`config.mk`:
```
export PLATFORM = sky130hd
export DESIGN_NAME = valu_retire_clear_arbiter_flat
export DESIGN_NICKNAME = d
export VERILOG_FILES = /design/src/rtl/valu_retire_clear_arbiter_pkg.sv /design/src/rtl/valu_retire_clear_arbiter_if.sv /design/src/rtl/valu_retire_clear_arbiter_retire_fifo.sv /design/src/rtl/valu_retire_clear_arbiter.sv /design/src/flat_wrapper.sv
export SDC_FILE = /design/constraint.sdc
export NUM_CORES = 1
export LEC_CHECK = 0
export CORE_MARGIN = 8
export CORE_UTILIZATION = 30
export CTS_BUF_LIST = sky130_fd_sc_hd__clkbuf_16
export DETAILED_ROUTE_END_ITERATION = 16
export GPL_ROUTABILITY_DRIVEN = 0
export PLACE_DENSITY = 0.55
export SLEW_MARGIN = 20
export SYNTH_ARGS = -nofsm -noshare
export SYNTH_HDL_FRONTEND = slang
export SYNTH_SLANG_ARGS = --single-unit
```
`constraint.sdc`:
```
create_clock -name clk -period 3.8 [get_ports clk]
set_input_delay 0.76 -clock clk [delete_from_list [all_inputs] [get_ports clk]]
set_output_delay 0.76 -clock clk [all_outputs]
set_load 0.02 [all_outputs]
```
`src/rtl/valu_retire_clear_arbiter_pkg.sv`:
```
// Shared definitions for the VALU retire clear arbiter: default GPR address widths and retire entry layout.
package valu_retire_clear_arbiter_pkg;

  localparam int VGPR_ADDR_LENGTH = 10;
  localparam int SGPR_ADDR_LENGTH = 9;

  // Entry layout, MSB first: vgpr_addr | vgpr_valid | sgpr_addr | sgpr_valid
  localparam int RETIRE_ENTRY_WIDTH   = VGPR_ADDR_LENGTH + SGPR_ADDR_LENGTH + 2;
  localparam int RETIRE_SGPR_VALID_LO = 0;
  localparam int RETIRE_SGPR_ADDR_LO  = 1;
  localparam int RETIRE_VGPR_VALID_LO = SGPR_ADDR_LENGTH + 1;
  localparam int RETIRE_VGPR_ADDR_LO  = SGPR_ADDR_LENGTH + 2;

  function automatic int retire_entry_width(int vaddr_w, int saddr_w);
    return vaddr_w + saddr_w + 2;
  endfunction

endpackage

```
`src/rtl/valu_retire_clear_arbiter_if.sv`:
```
// Retire-source / busy-table clear bundle. master = retire side and scoreboard, slave = arbiter.
interface valu_retire_clear_arbiter_if
  import valu_retire_clear_arbiter_pkg::*;
#(
  parameter int NUM_SRC = 4,
  parameter int VADDR_W = VGPR_ADDR_LENGTH,
  parameter int SADDR_W = SGPR_ADDR_LENGTH
);
  logic [NUM_SRC-1:0]         src_valid;
  logic [NUM_SRC-1:0]         src_ready;
  logic [NUM_SRC*VADDR_W-1:0] src_vgpr_addr;
  logic [NUM_SRC-1:0]         src_vgpr_valid;
  logic [NUM_SRC*SADDR_W-1:0] src_sgpr_addr;
  logic [NUM_SRC-1:0]         src_sgpr_valid;
  logic [VADDR_W-1:0]         f_vgpr_alu_dest_reg_addr;
  logic                       f_vgpr_alu_dest_reg_valid;
  logic [SADDR_W-1:0]         f_sgpr_valu_dest_addr;
  logic                       f_sgpr_valu_dest_reg_valid;
  logic                       retire_idle;

  modport master (
    output src_valid, src_vgpr_addr, src_vgpr_valid, src_sgpr_addr, src_sgpr_valid,
    input  src_ready, f_vgpr_alu_dest_reg_addr, f_vgpr_alu_dest_reg_valid,
           f_sgpr_valu_dest_addr, f_sgpr_valu_dest_reg_valid, retire_idle
  );

  modport slave (
    input  src_valid, src_vgpr_addr, src_vgpr_valid, src_sgpr_addr, src_sgpr_valid,
    output src_ready, f_vgpr_alu_dest_reg_addr, f_vgpr_alu_dest_reg_valid,
           f_sgpr_valu_dest_addr, f_sgpr_valu_dest_reg_valid, retire_idle
  );
endinterface

```
`src/rtl/valu_retire_clear_arbiter_retire_fifo.sv`:
```
// Per-source retire FIFO: power-of-two depth, wrapping pointers, registered occupancy count.
module retire_fifo #(
  parameter int WIDTH = 21,
  parameter int DEPTH = 4
) (
  input  logic                     clk,
  input  logic                     rst,
  input  logic                     push,
  input  logic                     pop,
  input  logic [WIDTH-1:0]         din,
  output logic [WIDTH-1:0]         dout,
  output logic                     full,
  output logic                     empty,
  output logic [$clog2(DEPTH):0]   count
);
  localparam int AW = $clog2(DEPTH);
  localparam int CW = AW + 1;

  logic [DEPTH-1:0][WIDTH-1:0] mem;
  logic [AW-1:0]               wr_ptr, rd_ptr;
  logic                        do_push, do_pop;

  assign full    = (count == CW'(DEPTH));
  assign empty   = (count == '0);
  assign do_push = push & ~full;
  assign do_pop  = pop & ~empty;
  assign dout    = mem[rd_ptr];

  always_ff @(posedge clk or posedge rst) begin
    if (rst) begin
      wr_ptr <= '0;
      rd_ptr <= '0;
      count  <= '0;
    end else begin
      if (do_push) wr_ptr <= wr_ptr + 1'b1;
      if (do_pop)  rd_ptr <= rd_ptr + 1'b1;
      if (do_push && !do_pop)      count <= count + 1'b1;
      else if (do_pop && !do_push) count <= count - 1'b1;
    end
  end

  // Storage needs no reset: an entry is only read after it was written.
  always_ff @(posedge clk) begin
    if (do_push) mem[wr_ptr] <= din;
  end

endmodule

```
`src/rtl/valu_retire_clear_arbiter.sv`:
```
// Collects VALU retire events per SIMD source and round-robins them onto the VGPR/SGPR busy-clear ports.
// Optional macro RETIRE_BYPASS_EN: with all FIFOs empty, the round-robin winner among new events skips its FIFO.
module valu_retire_clear_arbiter
  import valu_retire_clear_arbiter_pkg::*;
#(
  parameter int NUM_SRC    = 4,
  parameter int FIFO_DEPTH = 4,
  parameter int VADDR_W    = VGPR_ADDR_LENGTH,
  parameter int SADDR_W    = SGPR_ADDR_LENGTH
) (
  input logic                    clk,
  input logic                    rst,
  valu_retire_clear_arbiter_if.slave bus
);
  localparam int EW    = retire_entry_width(VADDR_W, SADDR_W);
  localparam int PTR_W = (NUM_SRC > 1) ? $clog2(NUM_SRC) : 1;
  localparam int CW    = $clog2(FIFO_DEPTH) + 1;
  localparam logic [PTR_W:0]   NSRC = (PTR_W+1)'(NUM_SRC);
  localparam logic [PTR_W-1:0] LAST = PTR_W'(NUM_SRC - 1);

  typedef struct packed {
    logic [VADDR_W-1:0] vgpr_addr;
    logic               vgpr_valid;
    logic [SADDR_W-1:0] sgpr_addr;
    logic               sgpr_valid;
  } entry_t;

  logic [NUM_SRC-1:0][VADDR_W-1:0] vaddr;
  logic [NUM_SRC-1:0][SADDR_W-1:0] saddr;
  entry_t [NUM_SRC-1:0]            din, dout;
  logic [NUM_SRC-1:0][CW-1:0]      cnt;
  logic [NUM_SRC-1:0]              full, empty, accept, push, pop, sel_mask;

  logic [PTR_W-1:0] rr_ptr, win;
  logic [PTR_W:0]   sum;
  logic             win_vld, bypass, fifos_idle;
  entry_t           win_entry;

  logic               vgpr_vld_q, sgpr_vld_q;
  logic [VADDR_W-1:0] vgpr_addr_q;
  logic [SADDR_W-1:0] sgpr_addr_q;

  assign vaddr = bus.src_vgpr_addr;
  assign saddr = bus.src_sgpr_addr;

  // Ready looks only at the registered count, so a full FIFO being popped still shows not-ready.
  assign bus.src_ready = ~full;
  // Events retiring nothing are accepted but never stored.
  assign accept = bus.src_valid & ~full & (bus.src_vgpr_valid | bus.src_sgpr_valid);

  always_comb begin
    for (int i = 0; i < NUM_SRC; i++) begin
      din[i].vgpr_addr  = vaddr[i];
      din[i].vgpr_valid = bus.src_vgpr_valid[i];
      din[i].sgpr_addr  = saddr[i];
      din[i].sgpr_valid = bus.src_sgpr_valid[i];
    end
  end

  for (genvar i = 0; i < NUM_SRC; i++) begin : g_src
    retire_fifo #(
      .WIDTH (EW),
      .DEPTH (FIFO_DEPTH)
    ) u_fifo (
      .clk   (clk),
      .rst   (rst),
      .push  (push[i]),
      .pop   (pop[i]),
      .din   (din[i]),
      .dout  (dout[i]),
      .full  (full[i]),
      .empty (empty[i]),
      .count (cnt[i])
    );
  end

  // Round-robin pick: first requester at or after rr_ptr, wrapping modulo NUM_SRC.
  always_comb begin
    sel_mask = ~empty;
    bypass   = 1'b0;
`ifdef RETIRE_BYPASS_EN
    if (&empty && |accept) begin
      sel_mask = accept;
      bypass   = 1'b1;
    end
`endif
    win_vld = 1'b0;
    win     = '0;
    sum     = '0;
    for (int k = 0; k < NUM_SRC; k++) begin
      sum = {1'b0, rr_ptr} + (PTR_W+1)'(k);
      if (sum >= NSRC) sum = sum - NSRC;
      if (!win_vld && sel_mask[sum[PTR_W-1:0]]) begin
        win_vld = 1'b1;
        win     = sum[PTR_W-1:0];
      end
    end
    push = accept;
    pop  = '0;
    if (win_vld) begin
      if (bypass) push[win] = 1'b0;
      else        pop[win]  = 1'b1;
    end
    win_entry = bypass ? din[win] : dout[win];
  end

  always_comb begin
    fifos_idle = 1'b1;
    for (int i = 0; i < NUM_SRC; i++) begin
      if (cnt[i] != '0) fifos_idle = 1'b0;
    end
  end

  // Valids pulse for one cycle per cleared event; each address holds until its own port fires again.
  always_ff @(posedge clk or posedge rst) begin
    if (rst) begin
      rr_ptr      <= '0;
      vgpr_vld_q  <= 1'b0;
      sgpr_vld_q  <= 1'b0;
      vgpr_addr_q <= '0;
      sgpr_addr_q <= '0;
    end else begin
      vgpr_vld_q <= win_vld & win_entry.vgpr_valid;
      sgpr_vld_q <= win_vld & win_entry.sgpr_valid;
      if (win_vld) rr_ptr <= (win == LAST) ? '0 : win + 1'b1;
      if (win_vld && win_entry.vgpr_valid) vgpr_addr_q <= win_entry.vgpr_addr;
      if (win_vld && win_entry.sgpr_valid) sgpr_addr_q <= win_entry.sgpr_addr;
    end
  end

  assign bus.f_vgpr_alu_dest_reg_addr   = vgpr_addr_q;
  assign bus.f_vgpr_alu_dest_reg_valid  = vgpr_vld_q;
  assign bus.f_sgpr_valu_dest_addr      = sgpr_addr_q;
  assign bus.f_sgpr_valu_dest_reg_valid = sgpr_vld_q;
  assign bus.retire_idle                = fifos_idle & ~vgpr_vld_q & ~sgpr_vld_q;

endmodule

```
`src/flat_wrapper.sv`:
```
// flat-port wrapper written by rule: the top's interface ports become plain ports
module valu_retire_clear_arbiter_flat import valu_retire_clear_arbiter_pkg::*;
#(
  parameter int NUM_SRC    = 4,
  parameter int FIFO_DEPTH = 4,
  parameter int VADDR_W    = VGPR_ADDR_LENGTH,
  parameter int SADDR_W    = SGPR_ADDR_LENGTH
)
  (clk, rst, bus_src_valid, bus_src_vgpr_addr, bus_src_vgpr_valid, bus_src_sgpr_addr, bus_src_sgpr_valid, bus_src_ready, bus_f_vgpr_alu_dest_reg_addr, bus_f_vgpr_alu_dest_reg_valid, bus_f_sgpr_valu_dest_addr, bus_f_sgpr_valu_dest_reg_valid, bus_retire_idle);
  valu_retire_clear_arbiter_if #(.NUM_SRC(NUM_SRC), .VADDR_W(VADDR_W), .SADDR_W(SADDR_W)) bus_i ();
  input logic clk;
  input logic rst;
  input wire logic [$bits(bus_i.src_valid)-1:0] bus_src_valid;
  input wire logic [$bits(bus_i.src_vgpr_addr)-1:0] bus_src_vgpr_addr;
  input wire logic [$bits(bus_i.src_vgpr_valid)-1:0] bus_src_vgpr_valid;
  input wire logic [$bits(bus_i.src_sgpr_addr)-1:0] bus_src_sgpr_addr;
  input wire logic [$bits(bus_i.src_sgpr_valid)-1:0] bus_src_sgpr_valid;
  output wire logic [$bits(bus_i.src_ready)-1:0] bus_src_ready;
  output wire logic [$bits(bus_i.f_vgpr_alu_dest_reg_addr)-1:0] bus_f_vgpr_alu_dest_reg_addr;
  output wire logic [$bits(bus_i.f_vgpr_alu_dest_reg_valid)-1:0] bus_f_vgpr_alu_dest_reg_valid;
  output wire logic [$bits(bus_i.f_sgpr_valu_dest_addr)-1:0] bus_f_sgpr_valu_dest_addr;
  output wire logic [$bits(bus_i.f_sgpr_valu_dest_reg_valid)-1:0] bus_f_sgpr_valu_dest_reg_valid;
  output wire logic [$bits(bus_i.retire_idle)-1:0] bus_retire_idle;
  assign bus_i.src_valid = bus_src_valid;
  assign bus_i.src_vgpr_addr = bus_src_vgpr_addr;
  assign bus_i.src_vgpr_valid = bus_src_vgpr_valid;
  assign bus_i.src_sgpr_addr = bus_src_sgpr_addr;
  assign bus_i.src_sgpr_valid = bus_src_sgpr_valid;
  assign bus_src_ready = bus_i.src_ready;
  assign bus_f_vgpr_alu_dest_reg_addr = bus_i.f_vgpr_alu_dest_reg_addr;
  assign bus_f_vgpr_alu_dest_reg_valid = bus_i.f_vgpr_alu_dest_reg_valid;
  assign bus_f_sgpr_valu_dest_addr = bus_i.f_sgpr_valu_dest_addr;
  assign bus_f_sgpr_valu_dest_reg_valid = bus_i.f_sgpr_valu_dest_reg_valid;
  assign bus_retire_idle = bus_i.retire_idle;
  valu_retire_clear_arbiter #(.NUM_SRC(NUM_SRC), .FIFO_DEPTH(FIFO_DEPTH), .VADDR_W(VADDR_W), .SADDR_W(SADDR_W)) u_core (.clk(clk), .rst(rst), .bus(bus_i));
endmodule
```
; ---- After elaboration in Yosys (flattened, before gate mapping)
; Index checks and enable logic that the tools add are counted.
[classes]
n_addsub = 24
n_lt_le_gt_ge = 22
eq_ne = 5
muxes = 58
bitwise_logic = 27
n_reduce_logical = 41
[op_table]
columns = operator, n
row1 = $bwmux 84, 4
row2 = $bmux 21 s2, 5
row3 = $mux 21, 9
row4 = $demux 21 s2, 4
row5 = $lt 2x3->1 const B, 13
row6 = $mux 3, 8
row7 = $add 2x1->2 const B, 9
row8 = $logic_and 1x1->1, 18
row9 = $mux 2, 9
row10 = $mux 1, 13
row11 = $add 3x1->3 const B, 4
row12 = $and 1x1->1, 12
row13 = $eq 3x3->1 const B, 4
row14 = $logic_not 3->1, 4
row15 = $reduce_bool 3->1, 4
row16 = $sub 3x1->3 const B, 4
row17 = $logic_not 1->1, 11
row18 = $ge 2x1->1 const B, 5
row19 = $not 1->1, 10
row20 = $ge 3x3->1 const B, 3
row21 = $and 4x4->4, 2
row22 = $bmux 1 s2, 4
row23 = $not 4->4, 2
row24 = $reduce_bool 2->1, 4
row25 = other kinds (8), 12
[totals]
register_bits = 387
input_bits = 90
output_inout_bits = 26
word_cells = 210

; ---- Logic depth before layout (Yosys ltp)
[depth]
word_depth = 23
mapped_depth = 13
mapped_depth_nobuf = 12

; ---- By module
; Synthesis repeated with hierarchy kept, for this count alone.
[unflattened]
hier_cells = 739
area_unflattened_um2 = 15707.6
[by_module_without_submodules]
columns = mod, instances, cells_per_inst, area_per_inst_um2
row1 = retire_fifo, 4, 146, 3482.1
row2 = valu_retire_clear_arbiter, 1, 155, 1779.2

; ---- Worst setup path after synthesis
; OpenSTA, ideal clock, no wires.
[synth_timing]
path_type = register to register
startpoint = register u_core.g_src[3].u_fifo.count[0]
endpoint = register u_core.g_src[3].u_fifo.count[2]
t_arrival_ns = 2.836
t_required_ns = 3.721
slack_ns = 0.885
path_stages_with_launch = 14
path_buffers = 1
synth_period_minus_slack_ns = 2.915
path_cell_list = dfrtp_1 > or3_1 > o21a_1 > o22ai_4 > inv_2 > buf_2 > ha_1 > nand2_1 > ha_1 > inv_1 > fa_1 > xor2_1 > nor2_1 > xor2_1
[synth_via]
elab_chain_len = 23
elab_cells_between_ends = 47
cone_classes = add/sub (2) / order compare (2) / eq/ne (1) / mux (21) / bitwise (8) / reduce/logical (13)
[synth_rtl]
columns = element, line
row1 = "start, declared", valu_retire_clear_arbiter_retire_fifo.sv:14  ; output logic [$clog2(DEPTH):0] count
row2 = "start signal, assigned", valu_retire_clear_arbiter_retire_fifo.sv:37  ; if (do_push && !do_pop) count <= count + 1'b1;
row3 = "start signal, assigned", valu_retire_clear_arbiter_retire_fifo.sv:38  ; else if (do_pop && !do_push) count <= count - 1'b1;
row4 = $logic_not 3->1, valu_retire_clear_arbiter_retire_fifo.sv:24  ; assign empty = (count == '0);
row5 = $not 4->4, valu_retire_clear_arbiter.sv:79  ; sel_mask = ~empty;
row6 = $bmux 1 s2, valu_retire_clear_arbiter.sv:93  ; if (!win_vld && sel_mask[sum[PTR_W-1:0]]) begin
row7 = $mux 1 (implied by the code), valu_retire_clear_arbiter.sv:93
row8 = $mux 1, valu_retire_clear_arbiter.sv:93
row9 = $logic_not 1->1, valu_retire_clear_arbiter.sv:93
row10 = $logic_and 1x1->1, valu_retire_clear_arbiter.sv:93
row11 = $mux 1, valu_retire_clear_arbiter.sv:93
row12 = [... 7 more ...], -
row13 = $logic_and 1x1->1 (implied by the code), valu_retire_clear_arbiter.sv:102  ; else pop[win] = 1'b1;
row14 = $mux 1 (implied by the code), valu_retire_clear_arbiter.sv:102
row15 = $demux 1 s2, -
row16 = $mux 4, valu_retire_clear_arbiter.sv:100  ; if (win_vld) begin
row17 = $and 1x1->1, valu_retire_clear_arbiter_retire_fifo.sv:26  ; assign do_pop = pop & ~empty;
row18 = $logic_not 1->1, valu_retire_clear_arbiter_retire_fifo.sv:37
row19 = $logic_and 1x1->1, valu_retire_clear_arbiter_retire_fifo.sv:37
row20 = $mux 3 / $reduce_bool 2->1 (equally long branches), -
; Parallel ways exist; a longest one is shown, timed or not. The select of a mux whose other input is x is not followed.
; A chain may end at the register's enable or synchronous reset.

; ---- Worst setup path after layout
[layout_timing]
startpoint = register u_core.g_src[2].u_fifo.count[2]
endpoint = output bus_retire_idle
[layout_via]
elab_chain_len = 5
[layout_rtl]
columns = element, line
row1 = "start, declared", valu_retire_clear_arbiter_retire_fifo.sv:14
row2 = "start signal, assigned", valu_retire_clear_arbiter_retire_fifo.sv:37
row3 = "start signal, assigned", valu_retire_clear_arbiter_retire_fifo.sv:38
row4 = $reduce_bool 3->1, valu_retire_clear_arbiter.sv:110  ; if (cnt[i] != '0) fifos_idle = 1'b0;
row5 = $mux 1 (2 in a row), valu_retire_clear_arbiter.sv:110
row6 = $and 1x1->1 (2 in a row), valu_retire_clear_arbiter.sv:135  ; assign bus.retire_idle = fifos_idle & ~vgpr_vld_q & ~sgpr_vld_q;
row7 = "end, declared", flat_wrapper.sv:23  ; output wire logic [$bits(bus_i.retire_idle)-1:0] bus_retire_idle;
; No other way between the ends.

==> results.txt <==
* Mean instance size in the synthesized netlist: 21.1 µm²
- Setup violations remaining at the end of the flow were counted as 0.
- Net count after synthesis: 841
- Area of all placed cells without fillers: 18800 µm²
- Count of different cell masters after synthesis: 38
- After clock tree synthesis, the clock-pin slew on the worst setup and hold paths is 0.06 ns.
* First-pass detailed-route iteration total: 5
- The final route contains just over 7000 vias.
- Class of the tightest hold or removal check: reg2reg
- Number of rows in the core area: 83
- Total of flip-flops plus latches after synthesis: 387
- Total negative setup slack: 0 ns
* Maximum fanout along the worst path: 5
* Maximum number of pins on one net before global-route repair: 46
- Power density normalized to cell area: 818 nW/µm²
- Placeable Area: roughly 51000 µm²
* Nets@finish: 1009
- Counting every instance in the synthesized netlist gives 726.
- Final routed DRC violation total: 0
* Number of routed nets with antenna violations: 0
* Number of violations reported at the end of detailed-routing iteration 0: 502
- Mean routed wirelength per cell: 21.1 µm
- The first global-routing pass estimated 51.2 mm of wire.
* Startpoint of the worst hold path: u_core.bus.f_vgpr_alu_dest_reg_addr[1]$_DFFE_PP0P_
* Layout filler cell count: 4719
- In this run the post-CTS setup repair buffer count came out at 0.
- The number of pins with negative max-slew slack in the final report was 0.
- Total cell area at the placement stage: 17500 µm²
- Relative to the synthesized area, the layout overhead comes to 22.4%.
- The final-report hold violation count came to 0.
- For this configuration, the core starts out at a cell density of 0.301.
- The clock passes through at most 3 buffers.
- Worst reg2reg endpoint: u_core.g_src[0].u_fifo.count[1]$_DFFE_PP0P_
- Classification of the worst setup path: reg2out
* Post-synth design cell area: between 15000 and 20000 µm²
- Max-cap violations: 0
* Number of cells traversed by the worst hold path: 1
- STA classifies the critical path startpoint as a register.
* Horizontal die dimension: 242 µm
* Number of port buffers: 115
- For the pin with the worst max-slew slack, the measured transition is 0.852 ns.
* Worst Hold Path EP: u_core.bus.f_vgpr_alu_dest_reg_addr[1]$_DFFE_PP0P_
* Outcome: finished, final reports clean
- Cell count of the worst reg-to-reg path: 10
* Die Ht: 242 µm
- Counting every sink on the clock net gives 387.
- In the final layout, the share of cells above drive strength 1 is 0.228.
- For the worst setup path, the data arrival time is between 2 and 3 ns.
- RSZ-0062 raised after global routing: no
* GRT Resource Usage Total: 0.116
- Max-slew headroom at the worst pin: 0.432
- Half-perimeter wire length of the detailed placement result: 23.8 mm
* Area of the die: between 50000 and 60000 µm²
- The via count of the first global-routing pass came to between 7000 and 8000.
* Static Leakage: roughly 6.5 nW
- CTS Buf Count: 40
- VDD IR max: 0.000433 V
* Register-to-Register Setup Slack: 0.65 ns
- Clock latency on the worst-skew pair: ~0.53 ns
- Hold Buf Count CTS: 0
- Clock tree synthesis selected as its root buffer the cell sky130_fd_sc_hd__clkbuf_16.
* Number of inserted diodes: 0
* Setup skew after layout: 0.0134 ns
* Minimum clock period after layout: 3.49 ns
- TritonCTS built the clock tree.
- The completed layout was analyzed and its total power is 15.3 mW.
* Overall overflow remaining after global route: 0
- For this run, the number of Yosys warnings is 0.
- Final period util: 0.919
* Io pins: 116
* Number of H-tree branching levels: 2
- Based on the critical path, the design can be clocked at up to 0.286 GHz.
- At the worst endpoint, the required time is 3.04 ns.
- Antenna violations before repair: 1
- Worst reg2reg startpoint: u_core.g_src[3].u_fifo.count[0]$_DFFE_PP0P_
* Routed vias/inst: 4.45
- For this run, the register share of the synthesized area comes to 0.742.
* Type of destination of the critical path: output pin
* Aggregate routed wire length: ~34 mm
## metrics by stage
| step | util | instances | setup slack [ns] | hold slack (ns) |
|---|---|---|---|---|
| finish | 0.369 | 1604 | 0.307 | 0.509 |
| global route | 0.369 | 1604 | 0.135 | 0.528 |
| CTS | 0.368 | 1604 | 0.105 | 0.508 |
| detailed placement | 0.345 | 1532 | 0.632 | 0.495 |
| global placement | 0.345 | 1532 | 0.639 | 0.494 |
| floorplan | - | 726 | 0.885 | 0.495 |
## metal layers
layer	vias to the layer above	share of wire	global-route usage
met4	2	0.016	0.0273
met5	-	0.00038	0
li1	3260	-	-
met3	43	0.049	0.0249
met2	151	0.47	0.178
met1	3688	0.47	0.166
## logic make-up after synthesis
family	after synthesis	synth area share
AO/OA/AOI/OAI	23	0.0112
XOR/XNOR	24	0.0137
adder cells (fa/ha/maj)	25	0.0224
buffers and inverters	45	0.0123
flip-flops	387	0.742
multiplexers	168	0.180
AND/OR/NAND/NOR	54	0.0180
## power breakdown
group / internal [mW] / total [mW] / switching [mW]
Clock: 2.09 / 3.65 / 1.56
Sequential: 5.55 / 6.14 / 0.587
Combinational: 2.76 / 5.56 / 2.79
## synth_stat cells, drive strengths merged
cell type / count / share of area
mux2: 25 / 0.018
xnor2: 14 / 0.0080
nand4: 1 / 0.00041
clkinv: 1 / 0.00033
clkbuf: 16 / 0.0039
nor3: 8 / 0.0029
o21ai: 10 / 0.0033
a2bb2oi: 1 / 0.00057
fa: 4 / 0.0052
xor2: 10 / 0.0057
mux4: 84 / 0.12
inv: 16 / 0.0039
nand2: 12 / 0.0029
o21a: 1 / 0.00049
dfrtp: 51 / 0.083
nand3: 2 / 0.00065
a21oi: 5 / 0.0016
a211oi: 3 / 0.0026
edfxtp: 336 / 0.66
mux2i: 59 / 0.039
o31ai: 2 / 0.0013
ha: 21 / 0.017
or3: 3 / 0.0016
buf: 12 / 0.0041
and2: 16 / 0.0065
nor2: 12 / 0.0029
o22ai: 1 / 0.0013
## registers in the layout (all words and copies together), names as in the netlist
signal,cells
u_core.g_src.u_fifo.mem,336
u_core.g_src.u_fifo.count,12
u_core.bus.f_vgpr_alu_dest_reg_addr,10
u_core.bus.f_sgpr_valu_dest_addr,9
u_core.g_src.u_fifo.rd_ptr,8
u_core.g_src.u_fifo.wr_ptr,8
u_core.rr_ptr,2
u_core.bus.f_sgpr_valu_dest_reg_valid,1
u_core.bus.f_vgpr_alu_dest_reg_valid,1
## layout make-up
class                           instances  area, µm²  share of cell area
Inverter                               17       65.1             0.00347
Tap cell                              680        851              0.0454
Timing Repair Buffer                  154       1470              0.0783
Sequential cell                       387      11400               0.606
Clock inverter                         31        191              0.0102
Multi-Input combinational cell        294       3780               0.202
Clock buffer                           41       1030              0.0547
## repair_timing
action | CTS | global route
gates resized for setup | 0 | 1
endpoints found under the hold margin | 0 | 0
setup endpoints to repair | 0 | 1
## layout by cell type (no fill, tap or decap), types with 9 or more instances in the layout
master and n:
sky130_fd_sc_hd__edfxtp_1 336, sky130_fd_sc_hd__dfrtp_1 51, sky130_fd_sc_hd__xor2_1 10, sky130_fd_sc_hd__mux2_2 24, sky130_fd_sc_hd__clkbuf_16 41, sky130_fd_sc_hd__ha_1 21, sky130_fd_sc_hd__inv_1 26, sky130_fd_sc_hd__o21ai_0 9
sky130_fd_sc_hd__and2_1 16, sky130_fd_sc_hd__xnor2_1 14, sky130_fd_sc_hd__nor2_1 12, sky130_fd_sc_hd__clkinv_2 9, sky130_fd_sc_hd__mux2i_1 59, sky130_fd_sc_hd__clkdlybuf4s50_1 115, sky130_fd_sc_hd__buf_4 37, sky130_fd_sc_hd__nand2_1 12
sky130_fd_sc_hd__mux4_2 84
## worst max path at each step
stage | startpoint | to | slack [ns] | cells past startpoint
4_1_cts | u_core.g_src[2].u_fifo.count[2]$_DFFE_PP0P_ | bus_retire_idle | 0.10 | 4
3_3_place_gp | bus_src_sgpr_valid[0] | u_core.g_src[0].u_fifo.count[2]$_DFFE_PP0P_ | 0.64 | 9
3_5_place_dp | bus_src_sgpr_valid[0] | u_core.g_src[0].u_fifo.count[2]$_DFFE_PP0P_ | 0.63 | 9
2_1_floorplan | u_core.g_src[3].u_fifo.count[0]$_DFFE_PP0P_ | u_core.g_src[3].u_fifo.count[2]$_DFFE_PP0P_ | 0.88 | 13
5_1_grt | u_core.g_src[2].u_fifo.count[2]$_DFFE_PP0P_ | bus_retire_idle | 0.13 | 4
6_report | u_core.g_src[2].u_fifo.count[2]$_DFFE_PP0P_ | bus_retire_idle | 0.31 | 4
## worst max-delay path, cell delays in order, from the launching register on
cell and delay, ns:
sky130_fd_sc_hd__dfrtp_1 0.42, sky130_fd_sc_hd__nor3_2 0.44, sky130_fd_sc_hd__nand4_1 0.34, sky130_fd_sc_hd__nor3_2 0.33
sky130_fd_sc_hd__clkdlybuf4s50_1 0.67
No activity file was read; power rests on OpenSTA's default activity.
